[src/rtl/lut_factorial_param.sv]
// Factorial engine: small operands come from a constant table, larger ones are
// multiplied out one factor per clock. Optional saturation: LUT_FACTORIAL_OVERFLOW_EN.
module lut_factorial_param #(
  parameter int IN_W      = 32,
  parameter int OUT_W     = 64,
  parameter int LUT_DEPTH = 8
) (
  input  logic             clk_32b,
  input  logic             resetn_32b,
  input  logic             start,
  input  logic [IN_W-1:0]  source_number,
  output logic [OUT_W-1:0] factorial,
  output logic             output_ready,
  output logic             busy,
  output logic             overflow,
  output logic [1:0]       state_dbg
);

  // Handshake: start is a request sampled only when idle/done (busy=0); the
  // result is valid while output_ready=1 and stays until the next accepted start.

  typedef enum logic [1:0] {
    IDLE = 2'd0,
    LUT  = 2'd1,
    MUL  = 2'd2,
    DONE = 2'd3
  } state_t;

  localparam int IDX_W = $clog2(LUT_DEPTH);

  function automatic logic [OUT_W-1:0] fact(input int m);
    logic [OUT_W-1:0] r;
    r = 1;
    for (int i = 2; i <= m; i++) r = r * OUT_W'(i);
    return r;
  endfunction

  localparam logic [OUT_W-1:0] ACC_INIT = fact(LUT_DEPTH - 1);
  localparam logic [IN_W:0]    K_INIT   = (IN_W + 1)'(LUT_DEPTH);

  state_t              state, state_next;
  logic [IN_W-1:0]     n_q;
  logic [OUT_W-1:0]    acc;
  logic [IN_W:0]       k;
  logic [OUT_W+IN_W-1:0] prod;
  logic                small_n, last_mul, ovf_hit, accept;
  logic [OUT_W-1:0]    fact_table [2**IDX_W];

  for (genvar g = 0; g < 2**IDX_W; g++) begin : g_table
    assign fact_table[g] = (g < LUT_DEPTH) ? fact(g) : '0;
  end

  // k never exceeds n, so its low IN_W bits are the full multiplier.
  assign prod     = {{IN_W{1'b0}}, acc} * {{OUT_W{1'b0}}, k[IN_W-1:0]};
  assign last_mul = (k == {1'b0, n_q});
  assign small_n  = ({1'b0, source_number} < K_INIT);
  assign accept   = ((state == IDLE) || (state == DONE)) && start;

`ifdef LUT_FACTORIAL_OVERFLOW_EN
  assign ovf_hit = |prod[OUT_W+IN_W-1:OUT_W];
`else
  logic unused_prod_hi;
  assign unused_prod_hi = ^prod[OUT_W+IN_W-1:OUT_W];
  assign ovf_hit = 1'b0;
`endif

  always_ff @(posedge clk_32b or negedge resetn_32b) begin
    if (!resetn_32b) state <= IDLE;
    else             state <= state_next;
  end

  always_comb begin
    state_next = state;
    case (state)
      IDLE, DONE: if (start) state_next = small_n ? LUT : MUL;
      LUT:        state_next = DONE;
      MUL:        if (last_mul || ovf_hit) state_next = DONE;
      default:    state_next = IDLE;
    endcase
  end

  always_ff @(posedge clk_32b or negedge resetn_32b) begin
    if (!resetn_32b) begin
      n_q          <= '0;
      acc          <= '0;
      k            <= '0;
      factorial    <= '0;
      output_ready <= 1'b0;
      overflow     <= 1'b0;
    end else begin
      case (state)
        IDLE, DONE: begin
          if (accept) begin
            n_q          <= source_number;
            output_ready <= 1'b0;
            overflow     <= 1'b0;
            if (!small_n) begin
              acc <= ACC_INIT;
              k   <= K_INIT;
            end
          end else if (state == DONE) begin
            // Result was written on the edge that entered DONE; flag it one edge later.
            output_ready <= 1'b1;
          end
        end
        LUT: factorial <= fact_table[n_q[IDX_W-1:0]];
        MUL: begin
          acc <= prod[OUT_W-1:0];
          k   <= k + 1'b1;
          if (ovf_hit) begin
            factorial <= '1;
            overflow  <= 1'b1;
          end else if (last_mul) begin
            factorial <= prod[OUT_W-1:0];
          end
        end
        default: ;
      endcase
    end
  end

  assign busy      = (state == LUT) || (state == MUL);
  assign state_dbg = state;

endmodule

[config.mk]
export PLATFORM = sky130hd
export DESIGN_NAME = lut_factorial_param
export DESIGN_NICKNAME = d
export VERILOG_FILES = /design/src/rtl/lut_factorial_param.sv
export SDC_FILE = /design/constraint.sdc
export NUM_CORES = 2
export LEC_CHECK = 0
export ABC_CLOCK_PERIOD_IN_PS = 13000
export CAP_MARGIN = 0
export CORE_ASPECT_RATIO = 1.25
export CORE_MARGIN = 2
export CORE_UTILIZATION = 50
export CTS_CLUSTER_DIAMETER = 200
export CTS_CLUSTER_SIZE = 20
export DETAILED_ROUTE_END_ITERATION = 8
export PLACE_DENSITY_LB_ADDON = 0.2
export REMOVE_ABC_BUFFERS = 1
export SYNTH_ARGS = -nofsm -noshare
export SYNTH_HDL_FRONTEND = slang
export SYNTH_SLANG_ARGS = --single-unit
[constraint.sdc]
create_clock -name clk_32b -period 13 [get_ports clk_32b]
set_input_delay 1.95 -clock clk_32b [delete_from_list [all_inputs] [get_ports clk_32b]]
set_output_delay 1.95 -clock clk_32b [all_outputs]
set_load 0.02 [all_outputs]
==> summary.txt <==
STA
  – Worst Slack Setup Final: 3.643 ns
  – Tmin final: 9.357 ns
  – RSZ-0062 raised after global routing: false
  – Crit share post-route: 71.98%
  – Worst slew pin tran: 1.077 ns
  – Fmax: 0.1069 GHz
  – Slew Limit Fails: 0
  – Max-slew headroom: 28.18%
  – Hold Vio Cnt, Final: 0
  – Final setup viols: 0
  – Setup tns final: 0 ns
  – Clock skew: 0.02444 ns

CTS
  – Depth of the CTS H-tree: 4
  – Clock root buffer master: clkbuf_16
  – Clock buffer depth: 2
  – Clk Latency, worst-skew pair: 0.52 ns
  – Clk sinks: 196
  – Total CTS buffers: 17
  – # hold bufs at CTS: 0
  – Clock slew at reported path FFs: 0.10 ns
  – PostCTS Resize Cnt: 0
  – TritonCTS clock tree: done
  – Post-CTS Setup Bufs: 0

Routing
  – Residual DRC: 0
  – Vias: 40523
  – Starting DRT DRC Count: 2872
  – Drt wl/cell: 23.64 µm
  – Via/cell ratio: 5.606
  – Post-route ant nets: 0
  – Drt pass-1 iters: 6
  – Detailed Route WL: 170900 µm

Logic synthesis
  – FF+latch count, synth: 196
  – Async S/R FF share, synth: 100.0%
  – Post-synthesis sequential area ratio: 9.038%
  – Number of synthesis warnings: 0
  – Post-synth EDFFs: 0
  – Syn avg cell area: 9.119 µm²
  – Post-Syn Area: 0.05427 mm²
  – Yosys cell types: 70
  – Post-synthesis instance total: 5951
  – Synth area leader: fa_1
  – Synth top area cells: fa_1, dfrtp_1, inv_1, nand2_1, and2_1
  – Top FF cell, synth: dfrtp_1
  – Share of the synthesized area in the top cell type: 50.47%

Placed design
  – GPL Wtd Cong: 0.9945
  – Final HPWL DP: 131600 µm
  – Setup WS pre-CTS: 3.828 ns
  – Cells after DPL: 7192
  – Port bufs: 102

GRT
  – First-pass GRT wire length: 269100 µm
  – Largest net degree at the start of global routing: 83
  – Initial antenna violation count: 4
  – Vias in the first global route: 45074
  – GRT Residual Overflow: 0
  – GRT Util Overall: 32.44%

Hold path
  – Worst Hold Class: flip-flop to flip-flop

Worst setup path
  – Crit-path cells: buf_4, nand2_1, fa_1, inv_1, fa_1, inv_1, fa_1, fa_1, inv_1, fa_1, fa_1, fa_1, fa_1, ha_1, a21oi_1, o2bb2ai_1, a311oi_1, a211oi_1, a21oi_1, o31a_1, o21ai_0, xnor2_1, o21ai_0
  – Crit path launch type: flip-flop
  – Setup CP Type: flip-flop to flip-flop
  – CP max-delay cell: dfrtp_2
  – CP arrival: 9.75 ns
  – Cell family with most CP delay: adder cells
  – Worst path max stage delay: 0.77 ns
  – Worst Path Max Fanout: 41
  – Most common cell on crit path: fa_1
  – Crit. End Element: flip-flop
  – Worst EP required: 13.39 ns
  – Crit path buf inv count: 4

Finish
  – Final core utilization: 52.80%
  – Layout cells sized above 1: 3.854%
  – Synth-to-Final Area Change: 5.013%
  – Layout Cells excl Fill: 7228
  – Final nets: 7335

Floorplanning
  – Row count: 135
  – I/O pin count: 104
  – Initial core utilization: 50.28%
  – Core Region: 0.1079 mm²
  – Die area: 0.1112 mm²
  – Die width: 298.7 µm
  – Die height: 372.3 µm

Power
  – Max VDD drop: 0.0001322 V
  – Leakage power: 28.90 nW
  – PwrDens: 65.52 mW/mm²
  – Pwr Total: 3.734 mW

Outcome
  – Status: finished, final reports clean

Run
  – Max-cap violation count: 0
[power by group]
| group | internal, mW | leakage, nW | switching [mW] |
|---|---|---|---|
| logic | 0.717 | 26.0 | 1.49 |
| clock network | 0.284 | 0.302 | 0.318 |
| registers | 0.722 | 2.56 | 0.198 |
[worst paths after layout]
check | cells past startpoint | start | slack (ns) | to
max | 23 | k[2] | 3.64 | acc[61]
min | 2 | factorial[40] | 0.48 | factorial[40]
max reg2reg | 23 | k[2] | 3.64 | acc[61]
min reg2reg | 2 | factorial[40] | 0.48 | factorial[40]
max in group asynchronous | 3 | resetn_32b | 9.32 | acc[25]
min in group asynchronous | 1 | resetn_32b | 1.44 | factorial[1]
[per-layer routing]
metal / share of wire, % / vias up / global-route usage, %
met2: 50 / 1728 / 56.46
met1: 36 / 21500 / 39.33
met4: 6.2 / 0 / 17.15
met5: 0 / - / 0
li1: - / 16757 / -
met3: 7.1 / 538 / 4.406
[per-stage QoR]
step	hold WS (ns)	instance area (µm²)
after floorplan	0.4489	52770
after global placement	0.4616	56350
after detailed placement	0.4699	56350
after CTS	0.4899	56980
after global routing	0.5204	56980
final	0.4829	56990
[cells by family (layout without fill, tap and decap cells)]
group           Yosys count  count (layout)  share of synthesized area, %
simple gates           1945            1945                         16.76
flops                   196             196                         9.038
other cells               1               5                      0.006910
mux                      53              53                         1.178
fa+ha+maj              1527            1527                         54.13
compound gates          357             357                         4.249
buf+inv                1695            1530                         11.78
xor+xnor                177             177                         2.857
[worst register-to-register path, delay by kind of cell, from the launching register on]
family          cells  cell delay, ns
xor+xnor            1            0.35
simple gates        1            0.17
buf+inv             4            0.76
compound gates      8            2.48
flops               1            0.77
fa+ha+maj           9            4.69
[area by class of cell]
type                            count  area [µm²]
Antenna cell                        4       10.01
Clock buffer                       18       439.2
Clock inverter                     14       187.7
Fill cell                       10086       50950
Inverter                         1304        4895
Multi-Input combinational cell   4060       43000
Sequential cell                   196        4945
Tap cell                         1438        1799
Timing Repair Buffer              194        1717
[flip-flops by register name, summed over array words and instances, names as in the netlist]
| signal | count |
|---|---|
| factorial | 64 |
| output_ready | 1 |
| k | 33 |
| acc | 64 |
| state_dbg | 2 |
| n_q | 32 |
[cells in the final DEF, fill, tap and decap left out, types with 12 or more instances in the layout]
master,count
fa_1,1368
inv_1,1303
nand2_1,1139
and2_1,598
dfrtp_1,164
ha_1,158
xnor2_1,111
clkdlybuf4s50_1,101
o21ai_0,97
buf_4,92
nor2_1,78
a21oi_1,74
xor2_1,66
mux2_2,39
a21o_1,34
nand3_1,34
dfrtp_2,32
nand4_1,25
o31ai_1,24
a22o_1,18
clkbuf_16,17
a31oi_1,16
nor3_1,14
and3_1,12
o21ai_1,12
mux2_4,12
[cell usage after synthesis (all sizes together), types with 66 or more instances]
cell type / count
ha: 159
xor2: 66
inv: 1304
a21oi: 75
and2: 599
nand2: 1140
xnor2: 111
o21ai: 109
nor2: 79
clkbuf: 343
fa: 1368
dfrtp: 196
No activity file was read; power rests on OpenSTA's default activity.
